--- src/rtl/fpu_issuer_if.sv ---
// Request/response/FPU-drive bundle for fpu_issuer.
// slave  : the issuer's view (accepts requests, drives the FPU, returns responses).
// master : the requester/FPU-stub view.
interface fpu_issuer_if;
  logic        req_valid;
  logic        req_ready;
  logic [1:0]  req_funct;
  logic [31:0] req_a;
  logic [31:0] req_b;

  logic [1:0]  fpu_funct;
  logic [31:0] fpu_a;
  logic [31:0] fpu_b;
  logic [31:0] fpu_o;
  logic        fpu_finish;

  logic        rsp_valid;
  logic        rsp_ready;
  logic [31:0] rsp_data;
  logic [1:0]  rsp_funct;
  logic        rsp_timeout;

  logic        busy;

  modport slave (
    input  req_valid, req_funct, req_a, req_b,
    output req_ready,
    output fpu_funct, fpu_a, fpu_b,
    input  fpu_o, fpu_finish,
    output rsp_valid, rsp_data, rsp_funct, rsp_timeout,
    input  rsp_ready,
    output busy
  );

  modport master (
    output req_valid, req_funct, req_a, req_b,
    input  req_ready,
    input  fpu_funct, fpu_a, fpu_b,
    output fpu_o, fpu_finish,
    input  rsp_valid, rsp_data, rsp_funct, rsp_timeout,
    output rsp_ready,
    input  busy
  );
endinterface

--- src/rtl/fpu_issuer.sv ---
// fpu_issuer: issues one FPU operation per request, waits for the FPU's
// level finish (ignoring it for SETTLE_CYCLES after issue), captures the
// result and returns it on a valid/ready response channel, with a timeout
// abort returning quiet NaN.
// Optional build macro: FPU_ISSUER_STATS_EN adds stat_ops / stat_timeouts.
module fpu_issuer #(
  parameter int unsigned SETTLE_CYCLES  = 2,
  parameter int unsigned TIMEOUT_CYCLES = 64
) (
  input  logic            clk,
  input  logic            rst_n,
  fpu_issuer_if.slave     bus
`ifdef FPU_ISSUER_STATS_EN
  ,
  output logic [15:0]     stat_ops,
  output logic [15:0]     stat_timeouts
`endif
);

  localparam int unsigned TW = $clog2(TIMEOUT_CYCLES + 1);
  localparam logic [3:0]    SETTLE_LAST = 4'(SETTLE_CYCLES - 1);
  localparam logic [TW-1:0] WAIT_LIMIT  = TW'(TIMEOUT_CYCLES);
  localparam logic [31:0]   QNAN        = 32'h7FC0_0000;

  typedef enum logic [2:0] {
    IDLE,
    SETTLE,
    WAIT,
    CAPTURE,
    RESP
  } state_t;

  state_t        state;
  state_t        state_nxt;
  logic [3:0]    settle_cnt;
  logic [TW-1:0] wait_cnt;
  logic          settle_done;
  logic          timeout_hit;

  assign settle_done = (settle_cnt == SETTLE_LAST);
  // wait_cnt holds the number of WAIT samples already seen without finish;
  // the abort fires on the sample after TIMEOUT_CYCLES misses, which puts
  // rsp_valid at SETTLE_CYCLES+TIMEOUT_CYCLES+1 cycles after acceptance.
  assign timeout_hit = (wait_cnt == WAIT_LIMIT);

  // State register
  always_ff @(posedge clk or negedge rst_n) begin
    if (!rst_n) state <= IDLE;
    else        state <= state_nxt;
  end

  // Next-state logic; finish takes priority over the timeout limit
  always_comb begin
    state_nxt = state;
    unique case (state)
      IDLE:    if (bus.req_valid)  state_nxt = SETTLE;
      SETTLE:  if (settle_done)    state_nxt = WAIT;
      WAIT: begin
        if (bus.fpu_finish)        state_nxt = CAPTURE;
        else if (timeout_hit)      state_nxt = RESP;
      end
      CAPTURE:                     state_nxt = RESP;
      RESP:    if (bus.rsp_ready)  state_nxt = IDLE;
      default:                     state_nxt = IDLE;
    endcase
  end

  // Handshake and status outputs decoded from state
  always_comb begin
    bus.req_ready = (state == IDLE);
    bus.rsp_valid = (state == RESP);
    bus.busy      = (state != IDLE);
  end

  // Operand, counter and response registers
  always_ff @(posedge clk or negedge rst_n) begin
    if (!rst_n) begin
      bus.fpu_funct   <= '0;
      bus.fpu_a       <= '0;
      bus.fpu_b       <= '0;
      bus.rsp_data    <= '0;
      bus.rsp_funct   <= '0;
      bus.rsp_timeout <= 1'b0;
      settle_cnt      <= '0;
      wait_cnt        <= '0;
    end else begin
      unique case (state)
        IDLE: begin
          if (bus.req_valid) begin
            bus.fpu_funct <= bus.req_funct;
            bus.fpu_a     <= bus.req_a;
            bus.fpu_b     <= bus.req_b;
            settle_cnt    <= '0;
          end
        end
        SETTLE: begin
          settle_cnt <= settle_cnt + 4'd1;
          if (settle_done) wait_cnt <= '0;
        end
        WAIT: begin
          if (!bus.fpu_finish) begin
            if (timeout_hit) begin
              bus.rsp_data    <= QNAN;
              bus.rsp_funct   <= bus.fpu_funct;
              bus.rsp_timeout <= 1'b1;
            end else begin
              wait_cnt <= wait_cnt + 1'b1;
            end
          end
        end
        CAPTURE: begin
          bus.rsp_data    <= bus.fpu_o;
          bus.rsp_funct   <= bus.fpu_funct;
          bus.rsp_timeout <= 1'b0;
        end
        RESP: ;
        default: ;
      endcase
    end
  end

`ifdef FPU_ISSUER_STATS_EN
  // Saturating completion / timeout counters on the response handshake
  always_ff @(posedge clk or negedge rst_n) begin
    if (!rst_n) begin
      stat_ops      <= '0;
      stat_timeouts <= '0;
    end else if (state == RESP && bus.rsp_ready) begin
      if (stat_ops != '1) stat_ops <= stat_ops + 16'd1;
      if (bus.rsp_timeout && stat_timeouts != '1)
        stat_timeouts <= stat_timeouts + 16'd1;
    end
  end
`endif

endmodule

--- src/flat_wrapper.sv ---
// flat-port wrapper written by rule: the top's interface ports become plain ports
module fpu_issuer_flat 
#(
  parameter int unsigned SETTLE_CYCLES  = 2,
  parameter int unsigned TIMEOUT_CYCLES = 64
)
  (clk, rst_n, bus_req_valid, bus_req_funct, bus_req_a, bus_req_b, bus_req_ready, bus_fpu_funct, bus_fpu_a, bus_fpu_b, bus_fpu_o, bus_fpu_finish, bus_rsp_valid, bus_rsp_data, bus_rsp_funct, bus_rsp_timeout, bus_rsp_ready, bus_busy);
  fpu_issuer_if bus_i ();
  input  logic clk;
  input  logic rst_n;
  input wire logic [$bits(bus_i.req_valid)-1:0] bus_req_valid;
  input wire logic [$bits(bus_i.req_funct)-1:0] bus_req_funct;
  input wire logic [$bits(bus_i.req_a)-1:0] bus_req_a;
  input wire logic [$bits(bus_i.req_b)-1:0] bus_req_b;
  output wire logic [$bits(bus_i.req_ready)-1:0] bus_req_ready;
  output wire logic [$bits(bus_i.fpu_funct)-1:0] bus_fpu_funct;
  output wire logic [$bits(bus_i.fpu_a)-1:0] bus_fpu_a;
  output wire logic [$bits(bus_i.fpu_b)-1:0] bus_fpu_b;
  input wire logic [$bits(bus_i.fpu_o)-1:0] bus_fpu_o;
  input wire logic [$bits(bus_i.fpu_finish)-1:0] bus_fpu_finish;
  output wire logic [$bits(bus_i.rsp_valid)-1:0] bus_rsp_valid;
  output wire logic [$bits(bus_i.rsp_data)-1:0] bus_rsp_data;
  output wire logic [$bits(bus_i.rsp_funct)-1:0] bus_rsp_funct;
  output wire logic [$bits(bus_i.rsp_timeout)-1:0] bus_rsp_timeout;
  input wire logic [$bits(bus_i.rsp_ready)-1:0] bus_rsp_ready;
  output wire logic [$bits(bus_i.busy)-1:0] bus_busy;
  assign bus_i.req_valid = bus_req_valid;
  assign bus_i.req_funct = bus_req_funct;
  assign bus_i.req_a = bus_req_a;
  assign bus_i.req_b = bus_req_b;
  assign bus_req_ready = bus_i.req_ready;
  assign bus_fpu_funct = bus_i.fpu_funct;
  assign bus_fpu_a = bus_i.fpu_a;
  assign bus_fpu_b = bus_i.fpu_b;
  assign bus_i.fpu_o = bus_fpu_o;
  assign bus_i.fpu_finish = bus_fpu_finish;
  assign bus_rsp_valid = bus_i.rsp_valid;
  assign bus_rsp_data = bus_i.rsp_data;
  assign bus_rsp_funct = bus_i.rsp_funct;
  assign bus_rsp_timeout = bus_i.rsp_timeout;
  assign bus_i.rsp_ready = bus_rsp_ready;
  assign bus_busy = bus_i.busy;
  fpu_issuer #(.SETTLE_CYCLES(SETTLE_CYCLES), .TIMEOUT_CYCLES(TIMEOUT_CYCLES)) u_core (.clk(clk), .rst_n(rst_n), .bus(bus_i));
endmodule
--- config.mk ---
export PLATFORM = sky130hd
export DESIGN_NAME = fpu_issuer_flat
export DESIGN_NICKNAME = d
export VERILOG_FILES = /design/src/rtl/fpu_issuer_if.sv /design/src/rtl/fpu_issuer.sv /design/src/flat_wrapper.sv
export SDC_FILE = /design/constraint.sdc
export NUM_CORES = 1
export LEC_CHECK = 0
export BUFFER_PORTS_ARGS = -buffer_cell sky130_fd_sc_hd__clkbuf_2
export CORE_MARGIN = 10
export CORE_UTILIZATION = 46
export DETAILED_ROUTE_END_ITERATION = 10
export GPL_TIMING_DRIVEN = 0
export MAX_ROUTING_LAYER = met4
export PLACE_DENSITY = 0.79
export REMOVE_ABC_BUFFERS = 1
export SLEW_MARGIN = 10
export SYNTH_ARGS = -nofsm -noshare
export SYNTH_HDL_FRONTEND = slang
export SYNTH_SLANG_ARGS = --single-unit
--- constraint.sdc ---
create_clock -name clk -period 3.2 [get_ports clk]
set_clock_uncertainty 0.1 [all_clocks]
set_input_delay 0.32 -clock clk [delete_from_list [all_inputs] [get_ports clk]]
set_output_delay 0.32 -clock clk [all_outputs]
set_load 0.03 [all_outputs]
Word level (Yosys, flattened, before mapping)
Cells that the tools add are included.
Storage, ports and cells
  bits in registers: 115
  bits of input ports: 103
  output and inout port bits: 104
  logic and storage cells: 55
Cells by class
  add/sub/neg operators: 2
  eq/ne operators: 13
  muxes and demuxes: 21
  reduce and logical (&&, ||, !) cells: 10
Operators by type and width (count)
  32-bit 2-to-1 mux: 2
  32-bit one-hot mux with 2 select lines: 1
  7-bit 2-to-1 mux: 3
  3-bit 2-to-1 mux: 5
  3-bit one-hot mux with 5 select lines: 1
  7-bit one-hot mux with 2 select lines: 1
  4-bit one-hot mux with 2 select lines: 1
  4-bit AND reduction: 2
  7-bit by 1-bit adder with 7-bit output, second input constant: 1
  7-bit == test, second input constant: 1
  3-bit by 2-bit == test with 1-bit output, second input constant: 2
  2-bit by 1-bit inequality test with 1-bit output, second input constant: 3
  2-bit inequality test, second input constant: 3
  2-bit nonzero test: 3
  4-bit by 1-bit adder with 4-bit output, second input constant: 1
  4-bit by 1-bit == test with 1-bit output, second input constant: 1
  2-bit 2-to-1 mux: 2
  4-bit 2-to-1 mux: 1
  2-bit one-hot mux with 2 select lines: 1
  2-bit AND reduction: 2
  3-bit by 1-bit == test with 1-bit output, second input constant: 1
  3-bit == test, second input constant: 1
  3-bit logical NOT: 1
  3-bit by 2-bit inequality test with 1-bit output, second input constant: 1
  4 further kinds: 5

Longest topological paths before layout
Gate-level depths: netlist of run 1.
  depth in word-level cells: 4
  gate-level depth with buffers: 7
  mapped depth without buffers: 6

Worst setup path before layout of run 1
Ideal clock, no wire load.
  kind: flip-flop to output port
  from: reg u_core.state[0]
  to: out bus_busy
  data arrival time: 1.705 ns
  slack: 1.075 ns
  stages on the path, launching flop included: 4
  path buffers: 1
  path through: dfrtp_1 -> buf_2 -> nor3_1 -> inv_1
On the way
  word-level cells in the longest chain between the ends: 1
RTL lines
  start: declaration: line fpu_issuer.sv:33  | state_t state;
  start signal: assignment: line fpu_issuer.sv:49  | else state <= state_nxt;
  3-bit nonzero test: line fpu_issuer.sv:72  | bus.busy = (state != IDLE);
  end: declaration: line flat_wrapper.sv:26  | output wire logic [$bits(bus_i.busy)-1:0] bus_busy;
Every way passes these cells.

Worst setup path after layout of run 1
  from: reg u_core.state[0]
  to: reg u_core.bus.fpu_b[6]
On the way
  word-level cells in the longest chain between the ends: 2
RTL lines
  3-bit logical NOT: line fpu_issuer.sv:87  | unique case (state)
  2-bit AND reduction (no line)
  end signal: assignment: line fpu_issuer.sv:92  | bus.fpu_b <= bus.req_b;
  end: declaration: line fpu_issuer_if.sv:28  | output fpu_funct, fpu_a, fpu_b,
Every way passes these cells.
A chain may end at the register's enable or synchronous reset.

==> results_dict.tcl, run 1 <==
set metrics [dict create \
    required_ns 3.48 \
    drt_iter0_drc 134 \
    hold_depth 3 \
    ctsLongestPathBuffers 2 \
    worst_pin_slew_ns 1.061 \
    yosysMostFrequentCell "dfrtp_1" \
    critical_path_class "reg2reg" \
    clk_pin_slew_ns 0.06 \
    fmax_mhz 406.3 \
    ff2ff_setup_slack_ns 0.74 \
    setup_viol 0 \
    r2r_start "u_core.state[0]$_DFFE_PN0P_" \
    hpwl_um 9661 \
    hold_buffers 100 \
    maxCapViolCount 0 \
    utilization 0.7589 \
    crit_path_end_kind "flop" \
    ys_async_sr_fraction 1.000 \
    die_h_um 119.7 \
    post_dp_cell_area_sq_um 5779 \
    drive_gt1_frac 0.4860 \
    clock_sinks 115 \
    ys_types 44 \
    coreArea_sq_um 9729 \
    slew_headroom 0.2925 \
    die_area_sq_um 14330 \
    overflow 0 \
    cts_tree "done" \
    fin_crit_ns 2.461 \
    final.setup.tns_ns 0 \
    initial_core_util 0.4699 \
    num_vias 3932 \
    crit_fanout 16 \
    hold_violations 0 \
    r2r-end "u_core.bus.fpu_b[6]$_DFFE_PN0P_" \
    avgSynthCellArea_sq_um 14.38 \
    design_area_sq_um 7383 \
    maxSlewViolCount 0 \
    seq_area_frac_synth 0.6294 \
    syn_inst 318 \
    fin_nets 740 \
    crit_arrival_ns 2.74 \
    netlist_area_sq_um 4572 \
    die_w_um 119.7 \
    cts_setup_buffers 0 \
    rsz0062_at_grt "false" \
    ys.flop_type "dfrtp_1" \
    io_pins 207 \
    hold_path_end "u_core.state[0]$_DFFE_PN0P_" \
    period_share 0.7691 \
    grt_pass1_vias 4580 \
    grt_pass1_wl_um 24500 \
    drt-total-wl_um 15330 \
    ctsHtreeMaxLevel 4 \
    synth.area.top_cells "dfrtp_1 63%, mux2_2 16%, a22o_1 4.4%" \
    drc 0 \
    holdWs_ns 0.05691 \
    p_leak_uw 0.003601 \
    netlist.area_leader.share 0.6294 \
    pwr_density_cell_nw_per_um2 1103 \
    hp-class "in2reg" \
    cts_resized 0 \
    synth_top_area_cell "dfrtp_1" \
    worst_slack_ns 0.7388 \
    outcome "finished clean" \
    irDropWorstVdd_mv 0.6736 \
    yosys-top-cells-count "115 x dfrtp_1, 63 x mux2_2, 23 x a22o_1, 13 x buf_2, 11 x nand2_1" \
    synth_seq_cells 115 \
    antenna_found_initial 2 \
    grt_max_degree 71 \
    syn_to_final_growth_pct 61.49 \
    fillers 602 \
    cts_buffers 17 \
    yosysWarnings 0 \
    wl_per_cell_um 19.68 \
    pre_cts_slack_ns 0.7392 \
    insertion_delay_ns 0.50 \
    viasPerCell 5.047 \
    dr.pass1.iters 4 \
    hp-start "bus_req_valid" \
    rows 36 \
    ff2ff_path_depth 5 \
    startpoint_type "flop" \
    gp_congestion 0.8746 \
    grt_use_total 0.2213 \
    synth_edf_count 0 \
    drt.antenna.violating_nets 0 \
    portBuffers 206 \
    cts_root_buf "clkbuf_8" \
]
## where the power goes
part	total (uW)	internal, uW	switching, uW	leakage, uW
clock	1890	1260	636	0.000292
sequential	2640	2140	492	0.00139
combinational	3620	1320	2300	0.00192
## layer usage
layer	vias to the layer above	track usage	share of wire
li1	1792	-	-
met1	1911	0.2531	0.41
met2	204	0.3614	0.49
met3	25	0.06704	0.072
met4	0	0.08069	0.020
met5	-	-	0
## worst max path at each step
stage	end	slack, ns	start
3_3_place_gp	u_core.settle_cnt[2]$_DFFE_PN0P_	-3.50	u_core.state[0]$_DFFE_PN0P_
4_1_cts	u_core.bus.fpu_a[11]$_DFFE_PN0P_	0.74	u_core.state[0]$_DFFE_PN0P_
5_1_grt	u_core.bus.fpu_b[6]$_DFFE_PN0P_	0.60	u_core.state[0]$_DFFE_PN0P_
3_5_place_dp	u_core.bus.fpu_a[11]$_DFFE_PN0P_	0.74	u_core.state[0]$_DFFE_PN0P_
6_report	u_core.bus.fpu_b[6]$_DFFE_PN0P_	0.74	u_core.state[0]$_DFFE_PN0P_
2_1_floorplan	u_core.settle_cnt[2]$_DFFE_PN0P_	-1.96	u_core.state[0]$_DFFE_PN0P_
## metrics by stage
step	power [uW]	std cells
floorplan	4901	302
global placement	5931	641
detailed placement	6064	647
CTS	8083	777
global route	8535	779
finish	8144	779
## worst max-delay path, cell delays in order (launching register included)
cell	delay, ns
dfrtp_1	0.57
nor4b_4	0.67
buf_6	0.25
buf_6	0.17
buf_6	0.20
mux2_1	0.37
## placed cells by master, fill, tap and decap left out, drive strengths merged, types with 2 or more instances in the layout
| cell | n |
|---|---|
| a211o | 2 |
| dfrtp | 115 |
| buf | 6 |
| a22o | 23 |
| mux2 | 68 |
| o22a | 9 |
| a31oi | 2 |
| nand3 | 5 |
| clkinv | 4 |
| nor4 | 2 |
| bufinv | 3 |
| o21a | 2 |
| o22ai | 2 |
| and2 | 3 |
| nor2 | 9 |
| nor3 | 5 |
| dlygate4sd3 | 100 |
| nor3b | 4 |
| clkinvlp | 2 |
| o21ai | 6 |
| ha | 4 |
| nand2 | 11 |
| clkbuf | 227 |
| a21oi | 5 |
| inv | 8 |
| o211ai | 2 |
| diode | 2 |
| or3b | 2 |
| or4 | 2 |
## sequential cells by signal, indices dropped and copies added (netlist names)
signal,flops
u_core.bus.fpu_a,32
u_core.bus.fpu_b,32
u_core.bus.fpu_funct,2
u_core.bus.rsp_data,32
u_core.bus.rsp_funct,2
u_core.bus.rsp_timeout,1
u_core.settle_cnt,4
u_core.state,3
u_core.wait_cnt,7
## area by class of cell
type / instances / area, sq um / area share
antenna: 2 / 5.005 / 0.0006779
clock buffer: 21 / 469.2 / 0.06355
clock inverter: 9 / 128.9 / 0.01745
inverter: 8 / 30.03 / 0.004067
multi-input combinational: 179 / 1582 / 0.2142
sequential: 115 / 2878 / 0.3898
tap: 133 / 166.4 / 0.02254
timing repair buffer: 312 / 2125 / 0.2877
## cell families after synthesis
group | after synthesis | synth area share
flops | 115 | 0.6294
fa+ha+maj | 4 | 0.01095
mux | 68 | 0.1675
buf+inv | 24 | 0.02654
simple gates | 51 | 0.06897
compound gates | 55 | 0.09469
xor+xnor | 1 | 0.001916
Note: power is estimated with default switching activity, not from simulation.
==> run 2, diff against run 1 <==
--- a/config.mk
+++ b/config.mk
@@ -5,13 +5,14 @@
 export SDC_FILE = /design/constraint.sdc
 export NUM_CORES = 1
 export LEC_CHECK = 0
+export ABC_AREA = 1
 export BUFFER_PORTS_ARGS = -buffer_cell sky130_fd_sc_hd__clkbuf_2
 export CORE_MARGIN = 10
 export CORE_UTILIZATION = 46
 export DETAILED_ROUTE_END_ITERATION = 10
 export GPL_TIMING_DRIVEN = 0
 export MAX_ROUTING_LAYER = met4
-export PLACE_DENSITY = 0.79
+export PLACE_DENSITY = 0.77
 export REMOVE_ABC_BUFFERS = 1
 export SLEW_MARGIN = 10
 export SYNTH_ARGS = -nofsm -noshare
==> constraint.sdc (replaced) <==
create_clock -name clk -period 2.4 [get_ports clk]
set_clock_uncertainty 0.1 [all_clocks]
set_input_delay 0.24 -clock clk [delete_from_list [all_inputs] [get_ports clk]]
set_output_delay 0.24 -clock clk [all_outputs]
set_load 0.03 [all_outputs]
==> run 2 against run 1 <==
Net effect:
- synthesized cell count grew 76%
- core utilization shrank 2.0 points
- fmax grew 13%
- flip-flop and latch count is the same
- largest power group unchanged
- critical path depth grew 2
- clock-buffer cell count is the same
- final area grew 3.7%
- total power grew 31%
- worst hold slack lost 0.0034 ns
- global-route usage grew 0.96 points
==> results_dict.tcl, run 2 <==
set metrics [dict create \
    drt_iter0_drc 349 \
    overflow 0 \
    final_cell_mix "303 x nand2_1, 205 x clkbuf_2, 115 x dfrtp_1" \
    portBuffers 206 \
    wl_per_cell_um 16.75 \
    slew_headroom 0.4957 \
    crit_path_end_kind "flop" \
    avgSynthCellArea_sq_um 8.794 \
    netlist_area_sq_um 4916 \
    outcome "finished clean" \
    crit_chain "nor2_4, nand2_2, inv_2, nand2_4, inv_6, nand2_1, nand2_1" \
    startpoint_type "flop" \
    clock_sinks 115 \
    io_pins 207 \
    grt_pass1_wl_um 26850 \
    synth.area.top_cells "dfrtp_1 59%, nand2_1 23%, a21oi_4 3.0%" \
    die_w_um 123.4 \
    slowest_delay_ns 0.57 \
    num_vias 5020 \
    dr.pass1.iters 7 \
    ctsLongestPathBuffers 2 \
    irDropWorstVdd_mv 0.9102 \
    drive_gt1_frac 0.2994 \
    synth_seq_cells 115 \
    clk_pin_slew_ns 0.06 \
    netlist.area_leader.share 0.5854 \
    hpwl_um 10420 \
    die_h_um 123.4 \
    yosysWarnings 0 \
    grt_max_degree 102 \
    post_dp_cell_area_sq_um 5976 \
    final_common_cell "nand2_1" \
    die_area_sq_um 15220 \
    yosysMostFrequentCell "nand2_1" \
    insertion_delay_ns 0.51 \
    cpMaxStageDelayCell "inv_6" \
    ys_types 25 \
    setup_viol 0 \
    design_area_sq_um 7657 \
    rsz0062_at_grt "false" \
    holdWs_ns 0.05353 \
    crit_fanout 69 \
    seq_area_frac_synth 0.5854 \
    maxCapViolCount 0 \
    p_leak_uw 0.004295 \
    grt_use_total 0.2309 \
    ys.flop_type "dfrtp_1" \
    initial_core_util 0.4741 \
    fmax_mhz 458.9 \
    worst_pin_slew_ns 0.7564 \
    drt-total-wl_um 16960 \
    hp-class "in2async" \
    critical_path.most_common_cell "nand2_1" \
    fin_nets 970 \
    synth_top_area_cell "dfrtp_1" \
    synth_edf_count 0 \
    viasPerCell 4.956 \
    antenna_found_initial 0 \
    gp_congestion 0.8368 \
    cts_root_buf "clkbuf_8" \
    critical_path_class "reg2reg" \
    fin_crit_ns 2.179 \
    syn_inst 559 \
    hold_violations 0 \
    top_regs "u_core.bus.fpu_a (32), u_core.bus.fpu_b (32), u_core.bus.rsp_data (32)" \
    coreArea_sq_um 10370 \
    required_ns 2.75 \
    syn_to_final_growth_pct 55.76 \
    crit_arrival_ns 2.53 \
    cts_buffers 17 \
    ctsHtreeMaxLevel 4 \
    cts_tree "done" \
    rows 37 \
    grt_pass1_vias 5294 \
    maxSlewViolCount 0 \
    drc 0 \
    yosys-top-cells-count "303 x nand2_1, 115 x dfrtp_1, 27 x inv_1, 24 x nor2_1, 14 x nand3_1" \
    ys_async_sr_fraction 1.000 \
    fillers 644 \
    period_share 0.9080 \
    pwr_density_cell_nw_per_um2 1392 \
    drt.antenna.violating_nets 0 \
]
run 2: changes by cell type after synthesis, sizes merged, moves of 4 or more:
cell / change
nand2: +297
mux2: -68
a22o: -23
inv: +23
nor2: +19
nand3: +13
o22a: -9
buf: +8
a21oi: +7
o21ai: +5
nor3b: -4
run 2: kinds of logic (layout without fill, tap and decap cells):
| group | after synthesis | count (layout) | share of synthesized area |
|---|---|---|---|
| adder cells (fa/ha/maj) | 4 | 4 | 0.01018 |
| AND/OR/NAND/NOR | 359 | 359 | 0.2940 |
| AO/OA/AOI/OAI | 24 | 24 | 0.04530 |
| XOR/XNOR | 3 | 3 | 0.005346 |
| buffers and inverters | 54 | 370 | 0.05981 |
| flip-flops | 115 | 115 | 0.5854 |
| other | 0 | 2 | 0 |
run 2: path summary, 6_finish.rpt:
kind                                                        to  depth (start not counted)                               start  slack, ns
max                           u_core.bus.fpu_a[20]$_DFFE_PN0P_                          7         u_core.state[2]$_DFFE_PN0P_       0.22
min in group clk                   u_core.state[0]$_DFFE_PN0P_                          5                       bus_req_valid       0.12
max in group asynchronous  u_core.bus.rsp_data[26]$_DFFE_PN0P_                          3                               rst_n       1.44
min                           u_core.bus.fpu_a[21]$_DFFE_PN0P_                          2                               rst_n       0.05
min reg2reg                 u_core.bus.rsp_data[8]$_DFFE_PN0P_                          2  u_core.bus.rsp_data[8]$_DFFE_PN0P_       0.37
max reg2reg                   u_core.bus.fpu_a[20]$_DFFE_PN0P_                          7         u_core.state[2]$_DFFE_PN0P_       0.22
run 2: stage by stage:
step                total power [uW]    util  std cells  TNS, ns  setup slack (ns)
floorplan                       6149       -        536        0            0.1395
CTS                            10620  0.7377       1011        0           0.07294
finish                         10660  0.7384       1013        0            0.2207
detailed placement              7647  0.5763        879   -11.95           -0.2453
global route                   11280  0.7379       1011        0          0.005184
global placement                7486  0.5728        878   -75.10           -0.6057
run 2: per-layer routing:
layer  wire length, um  GRT usage  vias up
li1                  -          -     2310
met1              6421     0.2518     2390
met2              8220     0.3628      277
met3              1967     0.1012       43
met4               354    0.09607        0
met5                 0          -        -
run 2: layout make-up:
type	instances	area (sq um)	area share
tap	136	170.2	0.02222
multi-input combinational	390	1752	0.2288
timing repair buffer	308	2078	0.2714
clock buffer	21	449.2	0.05866
clock inverter	10	203.9	0.02663
sequential	115	2878	0.3758
inverter	31	121.4	0.01585
antenna	2	5.005	0.0006536
run 2: repair_timing:
item	CTS	global route
buffers inserted	0	0
hold buffers	101	0
gates resized for setup	2	1
endpoints found under the setup margin	101	61
cloned	0	0
hold endpoints to repair	217	0
pin swaps	0	1
run 2: power by group:
group          switching, uW  internal (uW)
sequential               535           2740
combinational           3320           1270
clock                    850           1940
run 2: critical path: cells and delay by family, from the launching register on:
family / cells / cell delay [ns]
buffers and inverters: 2 / 0.65
flip-flops: 1 / 0.42
AND/OR/NAND/NOR: 5 / 0.89
==> run 3, diff against run 2 <==
--- a/config.mk
+++ b/config.mk
@@ -6,7 +6,7 @@
 export NUM_CORES = 1
 export LEC_CHECK = 0
 export ABC_AREA = 1
-export BUFFER_PORTS_ARGS = -buffer_cell sky130_fd_sc_hd__clkbuf_2
+export BUFFER_PORTS_ARGS = -buffer_cell sky130_fd_sc_hd__buf_2
 export CORE_MARGIN = 10
 export CORE_UTILIZATION = 46
 export DETAILED_ROUTE_END_ITERATION = 10
==> run 3 against run 2 <==
Net effect:
- highest routed layer unchanged
- critical path depth stayed put
- critical endpoint is now u_core.bus.fpu_b[17]$_DFFE_PN0P_
- sequential power is essentially flat
- total power is 0.42% higher
- clock power about the same
- register-to-register slack worse by 0.04 ns
- worst hold slack gained 0.075 ns
- routed wire length increased by 2.3%
- clock-buffer cell count did not move
- first-iteration DRC count rose by 8.6%
==> results_dict.tcl, run 3 (synthesis gave the netlist of run 2 again) <==
set metrics [dict create \
    highest_layer "met4" \
    grt_pass1_vias 5275 \
    p_switching_uw 4729 \
    drt_iter0_drc 379 \
    ff_latch_area_sq_um 2878 \
    final.setup.tns_ns 0 \
    viasPerCell 4.958 \
    hold_violations 0 \
    grt_pass1_wl_um 26970 \
    required_ns 2.75 \
    cts_tree "done" \
    p_int_uw 5975 \
    drt-total-wl_um 17360 \
    fin_nets 970 \
    finalPower_uw 10700 \
    drt.antenna.violating_nets 0 \
    die_h_um 123.4 \
    period_share 0.9261 \
    stdcell_count 1013 \
    worst_slack_ns 0.1773 \
    p_sw_frac 0.4418 \
    io_pins 207 \
    hpwl_um 10390 \
    worst_pin_slew_ns 0.7786 \
    irDropWorstVdd_mv 0.9196 \
    ctsHtreeMaxLevel 4 \
    wl_per_cell_um 17.14 \
    grt_max_degree 70 \
    outcome "finished clean" \
    comb_power_share 0.435 \
    antenna_found_initial 0 \
    multiInputGateArea_sq_um 1757 \
    hp-class "in2async" \
    rows 37 \
    seqPwrFrac 0.304 \
    fmax_mhz 449.9 \
    dr.pass1.iters 5 \
    maxSlewViolCount 0 \
    pre_cts_slack_ns -0.2465 \
    crit_path_end_kind "flop" \
    startpoint_type "flop" \
    critical_path_class "reg2reg" \
    top_regs "u_core.bus.fpu_a (32), u_core.bus.fpu_b (32), u_core.bus.rsp_data (32)" \
    slew_headroom 0.4809 \
    fin_crit_ns 2.223 \
    wl_met1_um 6331 \
    gp_congestion 0.8375 \
    crit_path_start "u_core.state[2]$_DFFE_PN0P_" \
    cts_setup_buffers 0 \
    portBuffers 206 \
    fillers 664 \
    clk_pin_slew_ns 0.06 \
    pwr_density_cell_nw_per_um2 1397 \
    wl_met2_um 8610 \
    ctsLongestPathBuffers 2 \
    drc 0 \
    dr_wl_met3_um 2017 \
    crit_arrival_ns 2.58 \
    num_vias 5022 \
    die_w_um 123.4 \
    overflow 0 \
    insertion_delay_ns 0.51 \
    initial_core_util 0.4741 \
    setup_viol 0 \
    grt_use_total 0.2336 \
    crit_fanout 69 \
    clock_sinks 115 \
    cts_buffers 17 \
    final_common_cell "nand2_1" \
    die_area_sq_um 15220 \
    syn_to_final_growth_pct 55.82 \
    clock_power_share 0.261 \
    drive_gt1_frac 0.3006 \
    utilization 0.7387 \
    p_leak_uw 0.004285 \
    r2r_start "u_core.state[2]$_DFFE_PN0P_" \
    final_cell_mix "303 x nand2_1, 205 x buf_2, 115 x dfrtp_1" \
    cts_root_buf "clkbuf_8" \
    maxCapViolCount 0 \
    rsz0062_at_grt "false" \
    placed_cells 879 \
    coreArea_sq_um 10370 \
]
==> run 3: changes by cell type in the layout (fill, tap and decap cells not counted) <==
cell | previous run | this run
buf_2 | 0 | 205
buf_6 | 0 | 1
clkbuf_2 | 205 | 0
clkbuf_8 | 4 | 3
nand3_1 | 14 | 13
nand3_2 | 2 | 3
==> run 3: per-layer routing <==
metal | track usage | vias up
met5 | - | -
met3 | 0.09480 | 41
met1 | 0.2499 | 2373
li1 | - | 2317
met4 | 0.1012 | 0
met2 | 0.3765 | 291
==> run 3: path summary, 6_finish.rpt <==
path | endpoint | slack, ns | cells past startpoint
setup / recovery | u_core.bus.fpu_b[17]$_DFFE_PN0P_ | 0.18 | 7
hold / removal | u_core.bus.fpu_a[11]$_DFFE_PN0P_ | 0.13 | 2
setup reg to reg | u_core.bus.fpu_b[17]$_DFFE_PN0P_ | 0.18 | 7
hold reg to reg | u_core.bus.rsp_data[2]$_DFFE_PN0P_ | 0.37 | 2
max in group asynchronous | u_core.bus.rsp_data[7]$_DFFE_PN0P_ | 1.41 | 3
min in group clk | u_core.state[0]$_DFFE_PN0P_ | 0.13 | 5
==> run 3: area by class of cell <==
| class | count | area share |
|---|---|---|
| multi-input combinational | 390 | 0.2293 |
| inverter | 31 | 0.01584 |
| timing repair buffer | 308 | 0.2710 |
| clock inverter | 10 | 0.02663 |
| clock buffer | 21 | 0.05864 |
| antenna | 2 | 0.0006534 |
| tap | 136 | 0.02221 |
| sequential | 115 | 0.3757 |
==> run 3: timing repair <==
item | 4_1_cts | 5_1_grt
hold buffers | 101 | 0
endpoints found under the hold margin | 219 | 0
resized for setup | 2 | 2
pin swaps | 0 | 1
setup endpoints to repair | 102 | 65
==> run 3: per-stage QoR <==
step	cell area [sq um]	hold WS, ns
floorplan	4738	-0.1556
global placement	5939	0.3332
detailed placement	5973	0.1032
CTS	7647	0.09499
global route	7655	0.1500
finish	7660	0.1285
==> run 3: critical path: stages, from the launching register on <==
cell	delay, ns
dfrtp_1	0.43
nor2_4	0.17
nand2_2	0.10
inv_2	0.08
nand2_4	0.38
inv_6	0.55
nand2_1	0.16
nand2_1	0.12
==> run 3: power groups by stage <==
stage	Sequential [uW]	Combinational [uW]	Clock, uW
final	3260	4650	2790
after global routing	3340	5030	2920
after CTS	3200	4580	2820
after detailed placement	3200	4440	0
after global placement	3160	4320	0
after floorplan	4630	1510	0
